===== src/rtl/full_subtractor_pkg.sv =====
// Shared defaults and the zero-flag helper for the full_subtractor slice.
package full_subtractor_pkg;

    localparam int DEFAULT_WIDTH = 1;
    localparam int DEFAULT_CNT_W = 16;
    localparam int MAX_W         = 64;

    // A result is "zero" only when both the difference and the borrow are clear.
    function automatic logic zero_flag(input logic [MAX_W-1:0] diff, input logic borrow);
        return (diff == '0) && !borrow;
    endfunction

endpackage


===== src/rtl/full_subtractor_slice.sv =====
// One-bit full-subtractor cell: difference and borrow-out of in0 - in1 - bin.
module full_subtractor_slice (
    input  logic in0,
    input  logic in1,
    input  logic bin,
    output logic sub,
    output logic bout
);

    assign sub  = in0 ^ in1 ^ bin;
    assign bout = (~in0 & in1) | (~(in0 ^ in1) & bin);

endmodule


===== src/rtl/full_subtractor.sv =====
// Ripple-borrow subtractor with a registered result stage and an optional
// saturating borrow counter enabled by FULL_SUBTRACTOR_STATS_EN.
module full_subtractor
    import full_subtractor_pkg::*;
#(
    parameter int WIDTH = DEFAULT_WIDTH,
    parameter int CNT_W = DEFAULT_CNT_W
) (
    input  logic             clk,
    input  logic             rst,
    input  logic [WIDTH-1:0] in0,
    input  logic [WIDTH-1:0] in1,
    input  logic             bin,
    input  logic             in_valid,
    output logic [WIDTH-1:0] sub,
    output logic             bout,
    output logic [WIDTH-1:0] sub_q,
    output logic             bout_q,
    output logic             zero_q,
    output logic             out_valid,
    output logic [CNT_W-1:0] borrow_cnt
);

    logic [WIDTH:0]   brw_p0;
    logic             zero_p0;
    logic [WIDTH-1:0] sub_p1;
    logic             bout_p1;
    logic             zero_p1;
    logic             vld_p1;

    assign brw_p0[0] = bin;

    for (genvar i = 0; i < WIDTH; i++) begin : g_slice
        full_subtractor_slice u_slice (
            .in0  (in0[i]),
            .in1  (in1[i]),
            .bin  (brw_p0[i]),
            .sub  (sub[i]),
            .bout (brw_p0[i+1])
        );
    end

    assign bout    = brw_p0[WIDTH];
    assign zero_p0 = zero_flag(MAX_W'(sub), bout);

    // p0 -> p1: capture the combinational result on each accepted operation
    always_ff @(posedge clk or posedge rst) begin
        if (rst) begin
            sub_p1  <= '0;
            bout_p1 <= 1'b0;
            zero_p1 <= 1'b0;
            vld_p1  <= 1'b0;
        end else begin
            vld_p1 <= in_valid;
            if (in_valid) begin
                sub_p1  <= sub;
                bout_p1 <= bout;
                zero_p1 <= zero_p0;
            end
        end
    end

    assign sub_q     = sub_p1;
    assign bout_q    = bout_p1;
    assign zero_q    = zero_p1;
    assign out_valid = vld_p1;

`ifdef FULL_SUBTRACTOR_STATS_EN
    logic [CNT_W-1:0] cnt_p1;

    function automatic logic [CNT_W-1:0] sat_inc(input logic [CNT_W-1:0] v);
        return (&v) ? v : v + 1'b1;
    endfunction

    always_ff @(posedge clk or posedge rst) begin
        if (rst) begin
            cnt_p1 <= '0;
        end else if (in_valid && bout) begin
            cnt_p1 <= sat_inc(cnt_p1);
        end
    end

    assign borrow_cnt = cnt_p1;
`else
    assign borrow_cnt = '0;
`endif

endmodule


===== config.mk =====
export PLATFORM = sky130hd
export DESIGN_NAME = full_subtractor
export DESIGN_NICKNAME = d
export VERILOG_FILES = /design/src/rtl/full_subtractor_pkg.sv /design/src/rtl/full_subtractor_slice.sv /design/src/rtl/full_subtractor.sv
export SDC_FILE = /design/constraint.sdc
export NUM_CORES = 1
export LEC_CHECK = 0
export BUFFER_PORTS_ARGS = -buffer_cell sky130_fd_sc_hd__buf_2
export CORE_AREA = 2 2 39 41
export DETAILED_ROUTE_END_ITERATION = 8
export DIE_AREA = 0 0 41 43
export PLACE_DENSITY_LB_ADDON = 0.3
export SYNTH_ARGS = -nofsm -noshare
export SYNTH_HDL_FRONTEND = slang
export SYNTH_HIERARCHICAL = 1
export SYNTH_SLANG_ARGS = --single-unit

===== constraint.sdc =====
create_clock -name clk -period 2.2 [get_ports clk]
set_clock_uncertainty 0.1 [all_clocks]
set_input_delay 0.11 -clock clk [delete_from_list [all_inputs] [get_ports clk]]
set_output_delay 0.11 -clock clk [all_outputs]
set_load 0.02 [all_outputs]

# Word level (Yosys, flattened, before mapping)
# Cells that the tools add are included.
classes:
  bitwise_logic: 8
  reduce_logical: 2
op_table:
  columns: ["op", "count"]
  rows:
  - ["NOT 1 bit", 3]
  - ["bitwise AND 1 bit", 2]
  - ["XOR 1 bit", 2]
  - ["logical AND 1 bit", 1]
  - ["logical NOT 1 bit", 1]
  - ["OR 1 bit", 1]
word_totals:
  reg_bits: 4
  inputBits: 6
  out_inout_bits: 22
  wordCells: 14

# Longest topological paths before layout
# Gate-level depths: netlist of run 1.
depth:
  ltp_word: 6
  ltp_mapped: 5
  depth_no_buf: 5

# Modules after synthesis
# Netlist of run 1, hierarchy kept.
by_module_without_submodules:
  columns: ["module", "instances", "cells_each", "area_per_inst_um2", "seq_area_each_um2"]
  rows:
  - ["full_subtractor", 1, 26, 265.3, 100.1]
  - ["full_subtractor_slice", 1, 4, 31.3, 0.0]

# Least setup slack after synthesis of run 1
# No wires, ideal clock.
synth_timing:
  path_type: "input to register"
  from: "in in1"
  to: "reg zero_p1 (netlist: zero_q)"
  setup_ns: 0.125
  t_arrival_ns: 1.093
  required_time_ns: 1.975
  setup_slack_ns: 0.882
  path_stages: 4
  path_buffers: 0
  cell_sequence: "inv_1 -> fa_1 -> nor2_1 -> mux2_2"
synth_between:
  word_cells_on_any_way: 9
  cone_classes: "bitwise (7); reduce/logical (2)"
synth_rtl:
  columns: ["item", "line_no", "source"]
  rows:
  - ["from (decl)", "full_subtractor.sv:12", "input logic [WIDTH-1:0] in1,"]
  - ["XOR 1 bit (2 in a row)", "full_subtractor_slice.sv:10", "assign sub = in0 ^ in1 ^ bin;"]
  - ["via sub", "full_subtractor.sv:15", "output logic [WIDTH-1:0] sub,"]
  - ["NOT 1 bit", "full_subtractor_pkg.sv:10", "return (diff == '0) && !borrow;"]
  - ["logical AND 1 bit", "full_subtractor_pkg.sv:10", null]
  - ["to (signal assigned)", "full_subtractor.sv:58", "zero_p1 <= zero_p0;"]
  - ["to (decl)", "full_subtractor.sv:28", "logic zero_p1;"]
# The timed path passes the listed nets, and every way through them passes these cells.
# A chain may end at the register's enable or synchronous reset.

# Worst setup path in the final report of run 1
layout_timing:
  from: "in in0"
  to: "out sub"
layout_between:
  elab_chain_cells: 2
layout_rtl:
  columns: ["item", "line_no", "source"]
  rows:
  - ["from (decl)", "full_subtractor.sv:11", "input logic [WIDTH-1:0] in0,"]
  - ["XOR 1 bit (2 in a row)", "full_subtractor_slice.sv:10", null]
  - ["to (decl)", "full_subtractor.sv:15", null]
# Every way passes these cells.

==> results of run 1 <==
==> registers in the layout, summed over array words and instances, names as in the netlist <==
register   flops
bout_q         1
out_valid      1
sub_q          1
zero_q         1
==> layer usage <==
| metal | GRT usage (%) | vias to the layer above |
|---|---|---|
| li1 | - | 86 |
| met1 | 5.863 | 91 |
| met2 | 7.813 | 16 |
| met3 | 9.948 | 0 |
| met4 | 4.000 | 0 |
| met5 | 0 | - |
==> through the flow <==
| stage | total power [uW] | setup WS [ns] |
|---|---|---|
| 6_report | 263.7 | 1.014 |
| 5_1_grt | 283.9 | 0.9721 |
| 4_1_cts | 269.5 | 0.9964 |
| 3_5_place_dp | 170.1 | 0.8644 |
| 3_3_place_gp | 169.2 | 0.8693 |
| 2_1_floorplan | 169.8 | 0.8824 |
==> kinds of logic (layout without fill, tap and decap cells) <==
group                      Yosys count  after routing  share of synthesized area (%)
and+or+nand+nor                      1              1                          1.265
muxes                                3              3                          11.39
adders and majority gates            1              1                          6.751
DFF                                  4              4                          33.76
other                                1             16                          1.265
buffers and inverters               20             20                          45.57
==> worst max-delay path, stage by stage <==
cell and delay (ns):
buf_2 0.11, fa_1 0.58, buf_2 0.18
==> worst paths after layout <==
kind	startpoint	cells after the start	end	slack, ns
worst max register to register	zero_q	1	zero_q	1.36
worst min register to register	bout_q	1	bout_q	0.41
min in group clk	in0	3	sub_q	0.26
max in group asynchronous	rst	3	bout_q	1.65
worst min-delay path	rst	3	sub_q	0.20
worst max-delay path	in0	3	sub	1.01
==> where the power goes <==
group / switching (uW) / internal (uW) / total [uW]
clock: 31.8 / 61.1 / 93.0
combinational: 57.4 / 25.2 / 82.6
sequential: 4.47 / 83.7 / 88.2
total: 93.7 / 170 / 264
==> synthesized netlist by cell type, drive strengths merged <==
cell / count / share of area [%]
inv: 4 / 5.1
dfrtp: 4 / 34
nor2: 1 / 1.3
mux2: 3 / 11
fa: 1 / 6.8
buf: 16 / 41
conb: 1 / 1.3
==> cell type report <==
| type | count | area share (%) |
|---|---|---|
| multi-input combinational | 21 | 33.57 |
| sequential | 4 | 28.57 |
| timing repair buffer | 13 | 21.43 |
| clock buffer | 3 | 6.429 |
| tap | 16 | 5.714 |
| inverter | 4 | 4.286 |
==> results.yml, run 1 <==
drt:
  drt_iter0_drc: 3
  vias: 193
  dr_wl_met2_um: 212
  drcViolationCount: 0
  wl_um: 445
  first_pass_iters: 3
  ant_nets: 0
  drt-met1-wl_um: 154
  dr_wl_met3_um: 79
  maxUsedRoutingLayer: "met3"
  avgViaCountPerCell: 3.164
  wl_per_cell_um: 7.295
clocking:
  clockBufferDepth: 2
  cts_tree: "yes"
  cts_sinks: 4
  clk_latency_ns: 0.24
  h-tree-depth: 1
  postCtsSetupRepairBufs: 0
  numCtsBuffers: 3
  cts_root_buffer: "clkbuf_4"
  hold_buffers: 2
  post_cts_resized: 0
  path_clk_slew_ns: 0.04
synthesis:
  yosysWarnings: 6
  synth_seq_cells: 4
  syn_area_per_cell_um2: 9.884
  ys_types: 7
  yosysSeqAreaShare_pct: 33.76
  syn_inst: 30
  syn_area_um2: 296.5
layout:
  finalInstanceArea_um2: 350.3
  antennaDiodeCount: 0
  drive_above_1_share_pct: 37.78
  layout_commonest_cell: "conb_1"
  final_nets: 54
  multi_input_area_um2: 117.6
  fill_cells: 169
  seq_area_um2: 100.1
  stdcell_count: 61
  final_cell_mix: "conb_1, buf_2, inv_1, dfrtp_1"
  utilization_pct: 25.32
  area_delta_synth_final_pct: 18.14
timing:
  drv_slew: 0
  clock.fmax_mhz: 842.9
  fin_crit_ns: 1.186
  hold_viol_final: 0
  finalSetupTns_ns: 0
  setup_viol: 0
  fin_hold_ws_ns: 0.1997
  post-route-period-util_pct: 53.93
  rsz0062_at_grt: "false"
global_routing:
  grt_pass1_wl_um: 690
  grt_pass1_vias: 170
  grt_max_degree: 5
  grt-ovfl-total: 0
  gr-usage-all-layers_pct: 6.855
  antenna_found_initial: 0
placed_design:
  io_buffers: 11
  gp_congestion: 0.6293
  place_hpwl_um: 362
  dp_cells: 56
  placed_area_um2: 307.8
setup_path:
  critPathLaunchType: "input pin"
  arrival_ns: 0.98
  cp.required_ns: 1.99
  critPathKind: "input pin to output pin"
  crit_path_end_kind: "output pin"
  path_max_fanout: 3
pwr:
  ir_drop_mv: 0.2707
  powerDensity_nw_per_um2: 752.8
  p_leak_uw: 0.0002093
flow_run:
  maxCapViolCount: 0
floorplanning:
  start_util_pct: 21.43
  dieArea_um2: 1763
  boundaryPins: 28
  die_y_um: 43
  rows: 14
  dieWidth_um: 41
  coreArea_um2: 1384
min_path:
  hp-class: "input pin to asynchronous set/reset pin"
outcome:
  status: "complete, no violations"
Power figures use the tool's default switching activity.
==> run 2: changes to the inputs <==
clock period = 1.15 ns   (was 2.2 ns; I/O delays follow)
==> run 2 against run 1 <==
  * Design area increased by 2.9%
  * Critical path depth unchanged
  * Sequential share of layout area decreased by 0.79 points
  * Hold slack got worse by 0.053 ns
  * Non-clock buffer count increased by 1
  * Sequential power increased by 90%
  * Flip-flop and latch count unchanged
  * Cell count increased by 1.6%
  * Critical endpoint unchanged
  * Highest routed layer unchanged
==> results.yml, run 2 (synthesized netlist as in run 1, its figures left out) <==
outcome:
  status: "complete, no violations"
timing:
  hold_viol_final: 0
  rsz0062_at_grt: "false"
  clock.fmax_mhz: 934.7
  post-route-period-util_pct: 93.03
  fin_crit_ns: 1.070
  drv_slew: 0
  setup_viol: 0
clocking:
  postCtsSetupRepairBufs: 0
  path_clk_slew_ns: 0.04
  numCtsBuffers: 3
  clockBufferDepth: 2
  cts_tree: "yes"
  h-tree-depth: 1
  post_cts_resized: 0
  cts_sinks: 4
  clk_latency_ns: 0.23
  cts_root_buffer: "clkbuf_4"
floorplanning:
  dieArea_um2: 1763
  start_util_pct: 21.43
  rows: 14
  coreArea_um2: 1384
  boundaryPins: 28
  dieWidth_um: 41
  die_y_um: 43
placed_design:
  place_hpwl_um: 354.3
  gp_congestion: 0.7084
  io_buffers: 11
drt:
  drcViolationCount: 0
  ant_nets: 0
  wl_per_cell_um: 6.710
  drt_iter0_drc: 0
  first_pass_iters: 1
  wl_um: 416
  avgViaCountPerCell: 3.016
  vias: 187
setup_path:
  worstReg2RegStart: "bout_q"
  path_max_fanout: 3
  arrival_ns: 0.91
  r2r_setup_slack_ns: 0.31
  r2r_end: "bout_q"
  cp-startpoint: "in0"
  critPathKind: "input pin to output pin"
  cp.required_ns: 0.99
  reg2reg_depth: 1
  setup.worst_path.end: "sub"
  crit_path_end_kind: "output pin"
  critPathLaunchType: "input pin"
layout:
  area_delta_synth_final_pct: 21.52
  multi_input_area_um2: 120.1
  antennaDiodeCount: 0
  utilization_pct: 26.04
  drive_above_1_share_pct: 41.30
  seq_area_um2: 100.1
  fill_cells: 168
  final_cell_mix: "conb_1, buf_2, inv_1, dfrtp_1"
  final_nets: 55
  layout_commonest_cell: "conb_1"
flow_run:
  maxCapViolCount: 0
min_path:
  hp-class: "input pin to asynchronous set/reset pin"
pwr:
  share_seq_of_total_power_pct: 33.5
  p_switching_uw: 171.7
  comb_power_share_pct: 32.6
  swShare_pct: 34.32
  p_leak_uw: 0.0002133
  ir_drop_mv: 0.6731
  pwr-share-clk_pct: 33.9
  powerDensity_nw_per_um2: 1389
  p_int_uw: 328.6
  finalPower_uw: 500.4
global_routing:
  grt-ovfl-total: 0
  gr-usage-all-layers_pct: 5.853
  grt_max_degree: 5
  antenna_found_initial: 0
  grt_pass1_vias: 153
  grt_pass1_wl_um: 572
==> run 2: power by group through the flow <==
stage / Combinational (uW) / Clock [uW] / Sequential [uW]
after floorplan: 133 / 0 / 194
after global placement: 159 / 0 / 170
after detailed placement: 160 / 0 / 170
after CTS: 165 / 180 / 168
after global routing: 178 / 200 / 170
final: 163 / 169 / 168
==> run 2: stage by stage <==
stage	cell area (um^2)	hold slack [ns]	TNS [ns]	std cells	setup slack, ns
6_report	360.3	0.1469	0	62	0.08018
5_1_grt	360.3	0.1637	0	62	0.05059
4_1_cts	360.3	0.1440	0	62	0.07142
3_5_place_dp	317.8	-0.1586	-0.1648	57	-0.1287
3_3_place_gp	317.8	-0.1549	-0.1532	57	-0.1285
2_1_floorplan	355.3	-0.2764	-0.07553	45	-0.07553
==> run 2: cell type report <==
| type | instances | area share [%] |
|---|---|---|
| Timing Repair Buffer | 14 | 22.92 |
| Clock buffer | 3 | 6.250 |
| Multi-Input combinational cell | 21 | 33.33 |
| Sequential cell | 4 | 27.78 |
| Tap cell | 16 | 5.556 |
| Inverter | 4 | 4.167 |
==> run 2: timing repair <==
| action | CTS | global route |
|---|---|---|
| hold endpoints to repair | 5 | 0 |
| setup endpoints to repair | 0 | 0 |
| hold buffers | 2 | 0 |
==> run 2: worst min path at each step <==
| stage | slack, ns | cells after the start | endpoint |
|---|---|---|---|
| floorplan | -0.28 | 1 | bout_q |
| global placement | -0.15 | 2 | sub_q |
| detailed placement | -0.16 | 2 | sub_q |
| CTS | 0.14 | 3 | sub_q |
| global route | 0.16 | 3 | out_valid |
| finish | 0.15 | 3 | sub_q |
==> run 2: critical path, stage by stage <==
cell   delay (ns)
buf_2        0.11
fa_2         0.58
buf_2        0.17
==> run 2: routing by layer <==
layer | global-route usage [%] | wire length (um) | vias up
li1 | - | - | 88
met1 | 5.229 | 149 | 85
met2 | 6.563 | 190 | 14
met3 | 9.424 | 77 | 0
met4 | 2.000 | 0 | 0
met5 | 0 | 0 | -
